`config.mk`:
```
export PLATFORM = sky130hd
export DESIGN_NAME = ahb_bus_arbiter_flat
export DESIGN_NICKNAME = d
export VERILOG_FILES = /design/src/rtl/ahb_bus_arbiter_pkg.sv /design/src/rtl/ahb_bus_arbiter_if.sv /design/src/rtl/ahb_bus_arbiter_rr_picker.sv /design/src/rtl/ahb_bus_arbiter.sv /design/src/flat_wrapper.sv
export SDC_FILE = /design/constraint.sdc
export NUM_CORES = 1
export LEC_CHECK = 0
export CAP_MARGIN = 40
export CORE_MARGIN = 2
export CORE_UTILIZATION = 35
export CTS_CLUSTER_SIZE = 25
export DETAILED_ROUTE_END_ITERATION = 16
export PLACE_DENSITY = 0.54
export SYNTH_ARGS = -nofsm -noshare
export SYNTH_HDL_FRONTEND = slang
export SYNTH_SLANG_ARGS = --single-unit
```
`constraint.sdc`:
```
create_clock -name HCLK -period 2 [get_ports HCLK]
set_input_delay 0.4 -clock HCLK [delete_from_list [all_inputs] [get_ports HCLK]]
set_output_delay 0.4 -clock HCLK [all_outputs]
set_load 0.05 [all_outputs]
```
`src/rtl/ahb_bus_arbiter_pkg.sv`:
```
// ahb_arb_pkg: AHB transfer types and arbiter FSM encoding shared by the arbiter slice
package ahb_arb_pkg;
  typedef enum logic [1:0] {IDLE = 2'd0, BUSY = 2'd1, NONSEQ = 2'd2, SEQ = 2'd3} HTRANS_state;
  typedef enum logic [1:0] {ARB_IDLE, ARB_GRANT, ARB_OWN, ARB_HANDOVER} arb_state_t;
  localparam int ARB_N_MASTERS = 3;
  localparam int ARB_IDX_W = $clog2(ARB_N_MASTERS);
  function automatic logic is_beat(input logic [1:0] t);
    return t == NONSEQ || t == SEQ;
  endfunction
endpackage

```
`src/rtl/ahb_bus_arbiter_if.sv`:
```
// ahb_arb_if: per-master request/grant bundle between bus masters and the arbiter
interface ahb_arb_if import ahb_arb_pkg::*; #(
  parameter int N_MASTERS = ARB_N_MASTERS,
  parameter int IDX_W = $clog2(N_MASTERS)
) ();
  logic [N_MASTERS-1:0][1:0] i_HTRANS;
  logic [N_MASTERS-1:0]      i_slave_done;
  logic                      i_urgent;
  logic [N_MASTERS-1:0]      o_HREADY;
  logic [IDX_W-1:0]          o_HMASTER;
  logic                      o_bus_busy;
  logic                      o_preempt;
  modport slave (input i_HTRANS, i_slave_done, i_urgent,
                 output o_HREADY, o_HMASTER, o_bus_busy, o_preempt);
  modport master (output i_HTRANS, i_slave_done, i_urgent,
                  input o_HREADY, o_HMASTER, o_bus_busy, o_preempt);
endinterface

```
`src/rtl/ahb_bus_arbiter_rr_picker.sv`:
```
// rr_picker: round-robin winner search starting after last_owner, with urgent override
module rr_picker import ahb_arb_pkg::*; #(
  parameter int N_MASTERS = ARB_N_MASTERS,
  parameter int IDX_W = $clog2(N_MASTERS)
) (
  input  logic [N_MASTERS-1:0] req,
  input  logic [IDX_W-1:0]     last_owner,
  input  logic                 urgent,
  input  logic [IDX_W-1:0]     prio_idx,
  output logic [IDX_W-1:0]     winner,
  output logic                 valid
);
  always_comb begin
    logic [IDX_W-1:0] idx;
    idx = '0;
    winner = '0;
    valid = |req;
    // scan farthest first so the nearest requester after last_owner wins
    for (int i = N_MASTERS; i >= 1; i--) begin
      idx = IDX_W'((int'(last_owner) + i) % N_MASTERS);
      if (req[idx]) winner = idx;
    end
    if (urgent && req[prio_idx]) winner = prio_idx;
  end
endmodule

```
`src/rtl/ahb_bus_arbiter.sv`:
```
// ahb_bus_arbiter: round-robin AHB-Lite path arbiter with hold limit and read-DMA urgency
module ahb_bus_arbiter import ahb_arb_pkg::*; #(
  parameter int N_MASTERS = ARB_N_MASTERS,
  parameter int MAX_HOLD = 16,
  parameter int RD_PRIO_IDX = 0
) (
  input logic   HCLK,
  input logic   HRESET,
  ahb_arb_if.slave bus
);
  localparam int IDX_W = $clog2(N_MASTERS);
  localparam int CNT_W = $clog2(MAX_HOLD + 1);
  arb_state_t state_q, state_d;
  logic [IDX_W-1:0] hmaster_q, hmaster_d, last_owner_q, last_owner_d, winner;
  logic [CNT_W-1:0] beat_cnt_q, beat_cnt_d;
  logic [N_MASTERS-1:0] req, owner_oh, hready_q, hready_d;
  logic valid, busy_q, busy_d, preempt_q, preempt_d;
  logic done_rel, idle_rel, at_max, contend, preempt_rel, release_own;
  HTRANS_state owner_tr;
  always_comb begin
    for (int m = 0; m < N_MASTERS; m++) req[m] = HTRANS_state'(bus.i_HTRANS[m]) == NONSEQ;
  end
  rr_picker #(.N_MASTERS(N_MASTERS), .IDX_W(IDX_W)) u_picker (
    .req        (req),
    .last_owner (last_owner_q),
    .urgent     (bus.i_urgent),
    .prio_idx   (IDX_W'(RD_PRIO_IDX)),
    .winner     (winner),
    .valid      (valid)
  );
  // slave_done outranks idle, which outranks preemption, so o_preempt only flags forced releases
  always_comb begin
    owner_oh = N_MASTERS'(1) << hmaster_q;
    owner_tr = HTRANS_state'(bus.i_HTRANS[hmaster_q]);
    done_rel = bus.i_slave_done[hmaster_q];
    idle_rel = owner_tr == IDLE;
    at_max = beat_cnt_q == CNT_W'(MAX_HOLD);
    contend = |(req & ~owner_oh) ||
              (bus.i_urgent && req[RD_PRIO_IDX] && hmaster_q != IDX_W'(RD_PRIO_IDX));
    preempt_rel = at_max && contend && !done_rel && !idle_rel;
    release_own = done_rel || idle_rel || preempt_rel;
  end
  always_ff @(posedge HCLK) begin
    if (HRESET) state_q <= ARB_IDLE;
    else        state_q <= state_d;
  end
  always_comb begin
    state_d = state_q;
    case (state_q)
      ARB_IDLE:  state_d = valid ? ARB_GRANT : ARB_IDLE;
      ARB_GRANT: state_d = ARB_OWN;
      ARB_OWN:   state_d = release_own ? ARB_HANDOVER : ARB_OWN;
      default:   state_d = ARB_IDLE;
    endcase
  end
  always_comb begin
    hmaster_d = (state_q == ARB_IDLE && valid) ? winner : hmaster_q;
    last_owner_d = (state_q == ARB_OWN && release_own) ? hmaster_q : last_owner_q;
    beat_cnt_d = (state_q == ARB_GRANT) ? '0 :
                 (state_q == ARB_OWN && is_beat(owner_tr) && !at_max) ? beat_cnt_q + CNT_W'(1) :
                 beat_cnt_q;
    hready_d = (state_d == ARB_OWN) ? owner_oh : '0;
    busy_d = state_d == ARB_GRANT || state_d == ARB_OWN;
    preempt_d = state_q == ARB_OWN && preempt_rel;
  end
  always_ff @(posedge HCLK) begin
    if (HRESET) begin
      hmaster_q    <= '0;
      last_owner_q <= IDX_W'(N_MASTERS - 1);
      beat_cnt_q   <= '0;
      hready_q     <= '0;
      busy_q       <= 1'b0;
      preempt_q    <= 1'b0;
    end else begin
      hmaster_q    <= hmaster_d;
      last_owner_q <= last_owner_d;
      beat_cnt_q   <= beat_cnt_d;
      hready_q     <= hready_d;
      busy_q       <= busy_d;
      preempt_q    <= preempt_d;
    end
  end
  assign bus.o_HREADY   = hready_q;
  assign bus.o_HMASTER  = hmaster_q;
  assign bus.o_bus_busy = busy_q;
  assign bus.o_preempt  = preempt_q;
endmodule

```
`src/flat_wrapper.sv`:
```
// flat-port wrapper written by rule: the top's interface ports become plain ports
module ahb_bus_arbiter_flat import ahb_arb_pkg::*;
#(
  parameter int N_MASTERS = ARB_N_MASTERS,
  parameter int MAX_HOLD = 16,
  parameter int RD_PRIO_IDX = 0
)
  (HCLK, HRESET, bus_i_HTRANS, bus_i_slave_done, bus_i_urgent, bus_o_HREADY, bus_o_HMASTER, bus_o_bus_busy, bus_o_preempt);
  ahb_arb_if #(.N_MASTERS(N_MASTERS)) bus_i ();
  input logic HCLK;
  input logic HRESET;
  input wire logic [$bits(bus_i.i_HTRANS)-1:0] bus_i_HTRANS;
  input wire logic [$bits(bus_i.i_slave_done)-1:0] bus_i_slave_done;
  input wire logic [$bits(bus_i.i_urgent)-1:0] bus_i_urgent;
  output wire logic [$bits(bus_i.o_HREADY)-1:0] bus_o_HREADY;
  output wire logic [$bits(bus_i.o_HMASTER)-1:0] bus_o_HMASTER;
  output wire logic [$bits(bus_i.o_bus_busy)-1:0] bus_o_bus_busy;
  output wire logic [$bits(bus_i.o_preempt)-1:0] bus_o_preempt;
  assign bus_i.i_HTRANS = bus_i_HTRANS;
  assign bus_i.i_slave_done = bus_i_slave_done;
  assign bus_i.i_urgent = bus_i_urgent;
  assign bus_o_HREADY = bus_i.o_HREADY;
  assign bus_o_HMASTER = bus_i.o_HMASTER;
  assign bus_o_bus_busy = bus_i.o_bus_busy;
  assign bus_o_preempt = bus_i.o_preempt;
  ahb_bus_arbiter #(.N_MASTERS(N_MASTERS), .MAX_HOLD(MAX_HOLD), .RD_PRIO_IDX(RD_PRIO_IDX)) u_core (.HCLK(HCLK), .HRESET(HRESET), .bus(bus_i));
endmodule
```
# [Word-level counts from Yosys, hierarchy flattened]
# Index checks and enable logic that the tools add are counted.
[op_classes] addsub=4 n_div=3 order_cmp=4 n_eq_ne=10 shifts=1 n_mux=17 bitwise=3 reduce_logical=25
[op_table] operator="remainder unit 32 x 3 -> 32 bit, second input constant" count=3
[op_table] operator="equality test 2 bit, second input constant" count=7
[op_table] operator="< comparator 2 x 3 -> 1 bit, second input constant" count=4
[op_table] operator="logical AND 1 bit" count=10
[op_table] operator="two-way mux 2 bit" count=5
[op_table] operator="binary-select mux 1 bit (select 2 bit)" count=4
[op_table] operator="adder 2 x 2 -> 3 bit, second input constant" count=2
[op_table] operator="two-way mux 1 bit" count=6
[op_table] operator="one-hot mux 2 bit (3 select lines)" count=1
[op_table] operator="OR reduction 3 bit" count=2
[op_table] operator="adder 5 x 1 -> 5 bit, second input constant" count=1
[op_table] operator="equality test 5 bit, second input constant" count=1
[op_table] operator="logical OR 1 bit" count=5
[op_table] operator="binary-select mux 2 bit (select 2 bit)" count=1
[op_table] operator="equality test 2 x 1 -> 1 bit, second input constant" count=2
[op_table] operator="logical NOT 2 bit" count=2
[op_table] operator="OR reduction 2 bit" count=2
[op_table] operator="adder 2 x 1 -> 3 bit, second input constant" count=1
[op_table] operator="AND 3 bit" count=1
[op_table] operator="logical NOT 1 bit" count=3
[op_table] operator="inverter 3 bit" count=1
[op_table] operator="<< shifter 1 x 2 -> 3 bit, first input constant" count=1
[op_table] operator="nonzero test 2 bit" count=1
[op_table] operator="inverter 1 bit" count=1
[word_totals] regBits=16 input_bits=12 output_inout_bits=7 word_cells=74

# [Depth between registers and ports, before layout]
[logic_depth] word_depth=14 ltp_mapped=9 ltp_nobuf=9

# [Modules after synthesis]
# From an unflattened synthesis, not the netlist that was laid out.
[unflattened] hier_cells=118 area_unflattened_um2=1059.8
[modules_own_cells] module="ahb_bus_arbiter" instances=1 cells_per_inst=91 area_each_um2=869.6 seq_area_each_um2=320.3
[modules_own_cells] module="rr_picker" instances=1 cells_per_inst=27 area_each_um2=190.2 seq_area_each_um2=0.0

# [Worst setup path after synthesis]
# OpenSTA, ideal clock, no wires.
[synth_timing] kind="reg2reg" start="register u_core.hmaster_q[0] (netlist: u_core.bus.o_HMASTER[0])" end="register u_core.hready_q[2] (netlist: u_core.bus.o_HREADY[2])" setup_ns=0.080 arrival_time_ns=2.089 required_time_ns=1.920 setup_slack_ns=-0.169 stages_incl_launch_ff=10 n_path_buf=1 synth_period_minus_slack_ns=2.169 path_cell_list="dfxtp_1 > buf_4 > nor2b_4 > o2bb2ai_4 > o221ai_2 > o21a_4 > o21bai_1 > ha_1 > nand2_1 > nor3b_1"
[synth_between] elab_chain_cells=14 word_cells_on_any_way=24 classes_between="1 x eq/ne; 1 x shift; 6 x mux; 3 x bitwise; 13 x reduce/logical"
[synth_rtl] element="from (decl)" line_no="ahb_bus_arbiter.sv:14" text="logic [IDX_W-1:0] hmaster_q, hmaster_d, last_owner_q, last_owner_d, winner;"
[synth_rtl] element="from (signal assigned)" line_no="ahb_bus_arbiter.sv:75" text="hmaster_q <= hmaster_d;"
[synth_rtl] element="<< shifter 1 x 2 -> 3 bit" line_no="ahb_bus_arbiter.sv:33" text="owner_oh = N_MASTERS'(1) << hmaster_q;"
[synth_rtl] element="inverter 3 bit" line_no="ahb_bus_arbiter.sv:38" text="contend = |(req & ~owner_oh) ||"
[synth_rtl] element="AND 3 bit" line_no="ahb_bus_arbiter.sv:38"
[synth_rtl] element="OR reduction 3 bit" line_no="ahb_bus_arbiter.sv:38"
[synth_rtl] element="logical OR 1 bit" line_no="ahb_bus_arbiter.sv:38"
[synth_rtl] element="logical AND 1 bit (3 in a row)" line_no="ahb_bus_arbiter.sv:40" text="preempt_rel = at_max && contend && !done_rel && !idle_rel;"
[synth_rtl] element="logical OR 1 bit" line_no="ahb_bus_arbiter.sv:41" text="release_own = done_rel || idle_rel || preempt_rel;"
[synth_rtl] element="two-way mux 1 bit" line_no="ahb_bus_arbiter.sv:52" text="ARB_OWN: state_d = release_own ? ARB_HANDOVER : ARB_OWN;"
[synth_rtl] element="one-hot mux 2 bit (3 select lines)" line_no="ahb_bus_arbiter.sv:49" text="case (state_q)"
[synth_rtl] element="equality test 2 bit" line_no="ahb_bus_arbiter.sv:62" text="hready_d = (state_d == ARB_OWN) ? owner_oh : '0;"
[synth_rtl] element="inverter 1 bit (no source line)"
[synth_rtl] element="OR reduction 2 bit (no source line)"
[synth_rtl] element="to (signal assigned)" line_no="ahb_bus_arbiter.sv:78" text="hready_q <= hready_d;"
[synth_rtl] element="to (decl)" line_no="ahb_bus_arbiter.sv:16" text="logic [N_MASTERS-1:0] req, owner_oh, hready_q, hready_d;"
# Parallel ways exist; a longest one is shown, timed or not. The select of a mux whose other input is x is not followed.
# A chain may end at the register's enable or synchronous reset.

# [Worst setup path after layout]
[layout_timing] start="input port bus_i_HTRANS[3]" end="register u_core.hready_q[2] (netlist: u_core.bus.o_HREADY[2])"
[layout_between] elab_chain_cells=13 word_cells_on_any_way=20 classes_between="2 x eq/ne; 5 x mux; 2 x bitwise; 11 x reduce/logical"
[layout_rtl] element="from (decl)" line_no="flat_wrapper.sv:12" text="input wire logic [$bits(bus_i.i_HTRANS)-1:0] bus_i_HTRANS;"
[layout_rtl] element="equality test 2 bit" line_no="ahb_bus_arbiter.sv:21" text="for (int m = 0; m < N_MASTERS; m++) req[m] = HTRANS_state'(bus.i_HTRANS[m]) == NONSEQ;"
[layout_rtl] element="AND 3 bit" line_no="ahb_bus_arbiter.sv:38"
[layout_rtl] element="OR reduction 3 bit" line_no="ahb_bus_arbiter.sv:38"
[layout_rtl] element="logical OR 1 bit" line_no="ahb_bus_arbiter.sv:38"
[layout_rtl] element="logical AND 1 bit (3 in a row)" line_no="ahb_bus_arbiter.sv:40"
[layout_rtl] element="logical OR 1 bit" line_no="ahb_bus_arbiter.sv:41"
[layout_rtl] element="two-way mux 1 bit" line_no="ahb_bus_arbiter.sv:52"
[layout_rtl] element="one-hot mux 2 bit (3 select lines) *" line_no="ahb_bus_arbiter.sv:49"
[layout_rtl] element="equality test 2 bit *" line_no="ahb_bus_arbiter.sv:62"
[layout_rtl] element="inverter 1 bit (no source line) *"
[layout_rtl] element="OR reduction 2 bit (no source line) *"
# Mark *: on every way between the ends. The rest lies on a longest branch, timed or not. The select of a mux whose other input is x is not followed.

==> impl_metrics.tcl <==
set metrics [dict create \
    run_status "finished, final reports clean" \
    clock.fmax_mhz 524 \
    syn_nets 126 \
    wirelength_mm 2.11 \
    insertion_delay_ns 0.29 \
    clockRootBuffer "clkbuf_4" \
    timing.critical_path.from_type "primary input" \
    ir_drop_mv 0.635 \
    slowest_delay_ns 0.41 \
    max-clock-path-buffers 2 \
    netlist_area_um2 983 \
    clkTransAtPathRegs_ns 0.09 \
    rows 19 \
    drc_errors 0 \
    ys.warnings.count 0 \
    via_per_inst 4.79 \
    synthArstFlopShare_pct 0 \
    vias 834 \
    core_area_mm2 0.00271 \
    slew_violations 0 \
    final_layout_size_suffix_gt1_share_pct 29.4 \
    skew_ns 0.00597 \
    finalSetupTns_ns 0 \
    maxCapViolations 0 \
    die_w_um 57.0 \
    antenna_found_initial 0 \
    crit_fanout 2 \
    ios 19 \
    antenna_cells 0 \
    cts_tree "yes" \
    fillers 264 \
    fin_crit_sh_pct 95.5 \
    grt_max_degree 11 \
    cp_data_required_time_ns 2.22 \
    seq_area_um2 324 \
    cts_made_buffers 3 \
    portBuffers 18 \
    hold_viol 0 \
    grt_first_pass_wirelength_mm 3.65 \
    tightest_slew_ns 0.496 \
    ys_types 40 \
    grt_usage_pct 14.5 \
    multi_input_area_um2 634 \
    crit_slowest_cell "clkdlybuf4s50_1" \
    cts.sinks 16 \
    gp_congestion 0.783 \
    die-area_mm2 0.00325 \
    ctsHtreeMaxLevel 1 \
    wl_per_cell_um 12.1 \
    synth_ff_type "dfxtp_1" \
    grt_overflow 0 \
    final_nets 165 \
    critPathKind "in -> reg" \
    slew_headroom_pct 66.8 \
    powerDensity_mw_per_mm2 672 \
    synth_seq_cells 16 \
    syn_to_final_growth_pct 42.5 \
    crit_arrival_ns 2.13 \
    dpl.hpwl_mm 1.64 \
    dr.pass1.iters 2 \
    first_iter_violations 11 \
    crit_path_cell_trace "clkdlybuf4s50_1 -> buf_4 -> nand2b_1 -> o211ai_1 -> o311a_4 -> o21a_4 -> o21bai_1 -> ha_2 -> nand2_2 -> nor3b_2" \
    power.leakage_nw 0.622 \
    drtAntennaViolNets 0 \
    finalCriticalPeriod_ns 1.91 \
    syn_inst 105 \
    hold_path_class "reg -> reg" \
    avgSynthCellArea_um2 9.37 \
    synth-edff-count 0 \
    cp-end-kind "register" \
    utilization_pct 51.7 \
    ys_seq_area_share_pct 32.6 \
    die_h_um 57.0 \
    grt_pass1_vias 815 \
    finalSetupViolations 0 \
    start_util_pct 36.3 \
]
[stage by stage]
stage	hold slack (ns)	worst slack [ns]	cells	instance area, um^2	total power (W)
2_1_floorplan	0.472	0.00893	105	986	0.000593
3_3_place_gp	0.475	-0.286	167	1290	0.000724
3_5_place_dp	0.474	-0.319	167	1290	0.000723
4_1_cts	0.504	0.0204	172	1350	0.000946
5_1_grt	0.534	-0.0115	174	1400	0.00101
6_report	0.503	0.0898	174	1400	0.000942
[synthesized netlist by cell type, types with 2 or more instances]
library cell	instances	area share, %
a21oi_1	5	2.5
and3_1	2	1.3
buf_6	2	2.3
dfxtp_1	16	33
ha_1	9	11
inv_1	10	3.8
mux2i_1	4	4.1
nand2_1	7	2.7
nand2b_1	2	1.3
nand3_1	6	3.1
nor2_1	3	1.1
nor3_1	6	3.1
o211ai_1	3	2.3
o21ai_0	2	1.0
xor2_1	3	2.7
[final timing paths]
kind / from / endpoint / slack, ns / cells past startpoint
setup / recovery: bus_i_HTRANS[3] / u_core.bus.o_HREADY[2]$_SDFF_PP0_ / 0.09 / 10
setup reg to reg: u_core.beat_cnt_q[0]$_SDFFE_PP0P_ / u_core.bus.o_HREADY[2]$_SDFF_PP0_ / 0.15 / 10
hold / removal: u_core.bus.o_HMASTER[0]$_SDFFE_PP0P_ / u_core.bus.o_HREADY[0]$_SDFF_PP0_ / 0.50 / 1
hold reg to reg: u_core.bus.o_HMASTER[0]$_SDFFE_PP0P_ / u_core.bus.o_HREADY[0]$_SDFF_PP0_ / 0.50 / 1
[registers in the layout (all words and copies together), names as in the netlist]
name / cells
u_core.last_owner_q: 2
u_core.bus.o_preempt: 1
u_core.bus.o_HREADY: 3
u_core.bus.o_HMASTER: 2
u_core.state_q: 2
u_core.beat_cnt_q: 5
u_core.bus.o_bus_busy: 1
[logic make-up (layout without fill, tap and decap cells)]
kind of cell	after synthesis	count (layout)	synth area share [%]
AO/OA/AOI/OAI	20	20	18.2
XOR/XNOR	4	4	3.56
adder cells (fa/ha/maj)	10	10	12.5
buffers and inverters	13	51	6.87
flip-flops	16	16	32.6
multiplexers	4	4	4.07
AND/OR/NAND/NOR	38	38	22.3
[where the power goes]
part / switching, W / internal [W] / leakage [nW]
combinational: 0.000192 / 0.000169 / 0.470
sequential: 0.0000208 / 0.000349 / 0.131
clock: 0.000100 / 0.000111 / 0.0210
[routing by layer]
| metal | wire length, um | up-vias | track usage, % |
|---|---|---|---|
| met5 | 0 | - | 0 |
| met4 | 21 | 0 | 3.99 |
| met3 | 102 | 4 | 5.22 |
| met2 | 967 | 12 | 21.8 |
| met1 | 1020 | 371 | 19.7 |
| li1 | - | 447 | - |
[timing repair]
action                     in CTS  in global routing
hold buffers                    0                  0
setup endpoints to repair       1                  3
resized for setup               3                 11
pin swaps                       1                  3
setup buffers                   1                  2
[worst max-delay path: cells and delay by family]
kind | cells | cell delay, ns
AO/OA/AOI/OAI | 4 | 0.64
buffers and inverters | 2 | 0.56
AND/OR/NAND/NOR | 3 | 0.32
adder cells (fa/ha/maj) | 1 | 0.20
[area by class of cell]
class | instances | area share (%)
tap | 31 | 2.77
timing repair buffer | 37 | 23.6
multi-input combinational | 76 | 45.3
clock buffer | 4 | 2.59
inverter | 10 | 2.68
sequential | 16 | 23.1
[placed cells by master, fill, tap and decap left out, types with 2 or more instances in the layout]
master	Yosys	layout
inv_1	10	10
nor3_1	6	5
xor2_1	3	3
o211ai_1	3	3
nand3_1	6	6
buf_4	1	21
dfxtp_1	16	13
dfxtp_2	0	3
clkdlybuf4s50_1	0	11
ha_1	9	8
mux2i_1	4	3
dlymetal6s2s_1	0	5
nor2_1	3	3
o21ai_0	2	2
and3_1	2	2
clkbuf_4	0	3
nand2_1	7	6
a21oi_1	5	5
No activity file was read; power rests on OpenSTA's default activity.
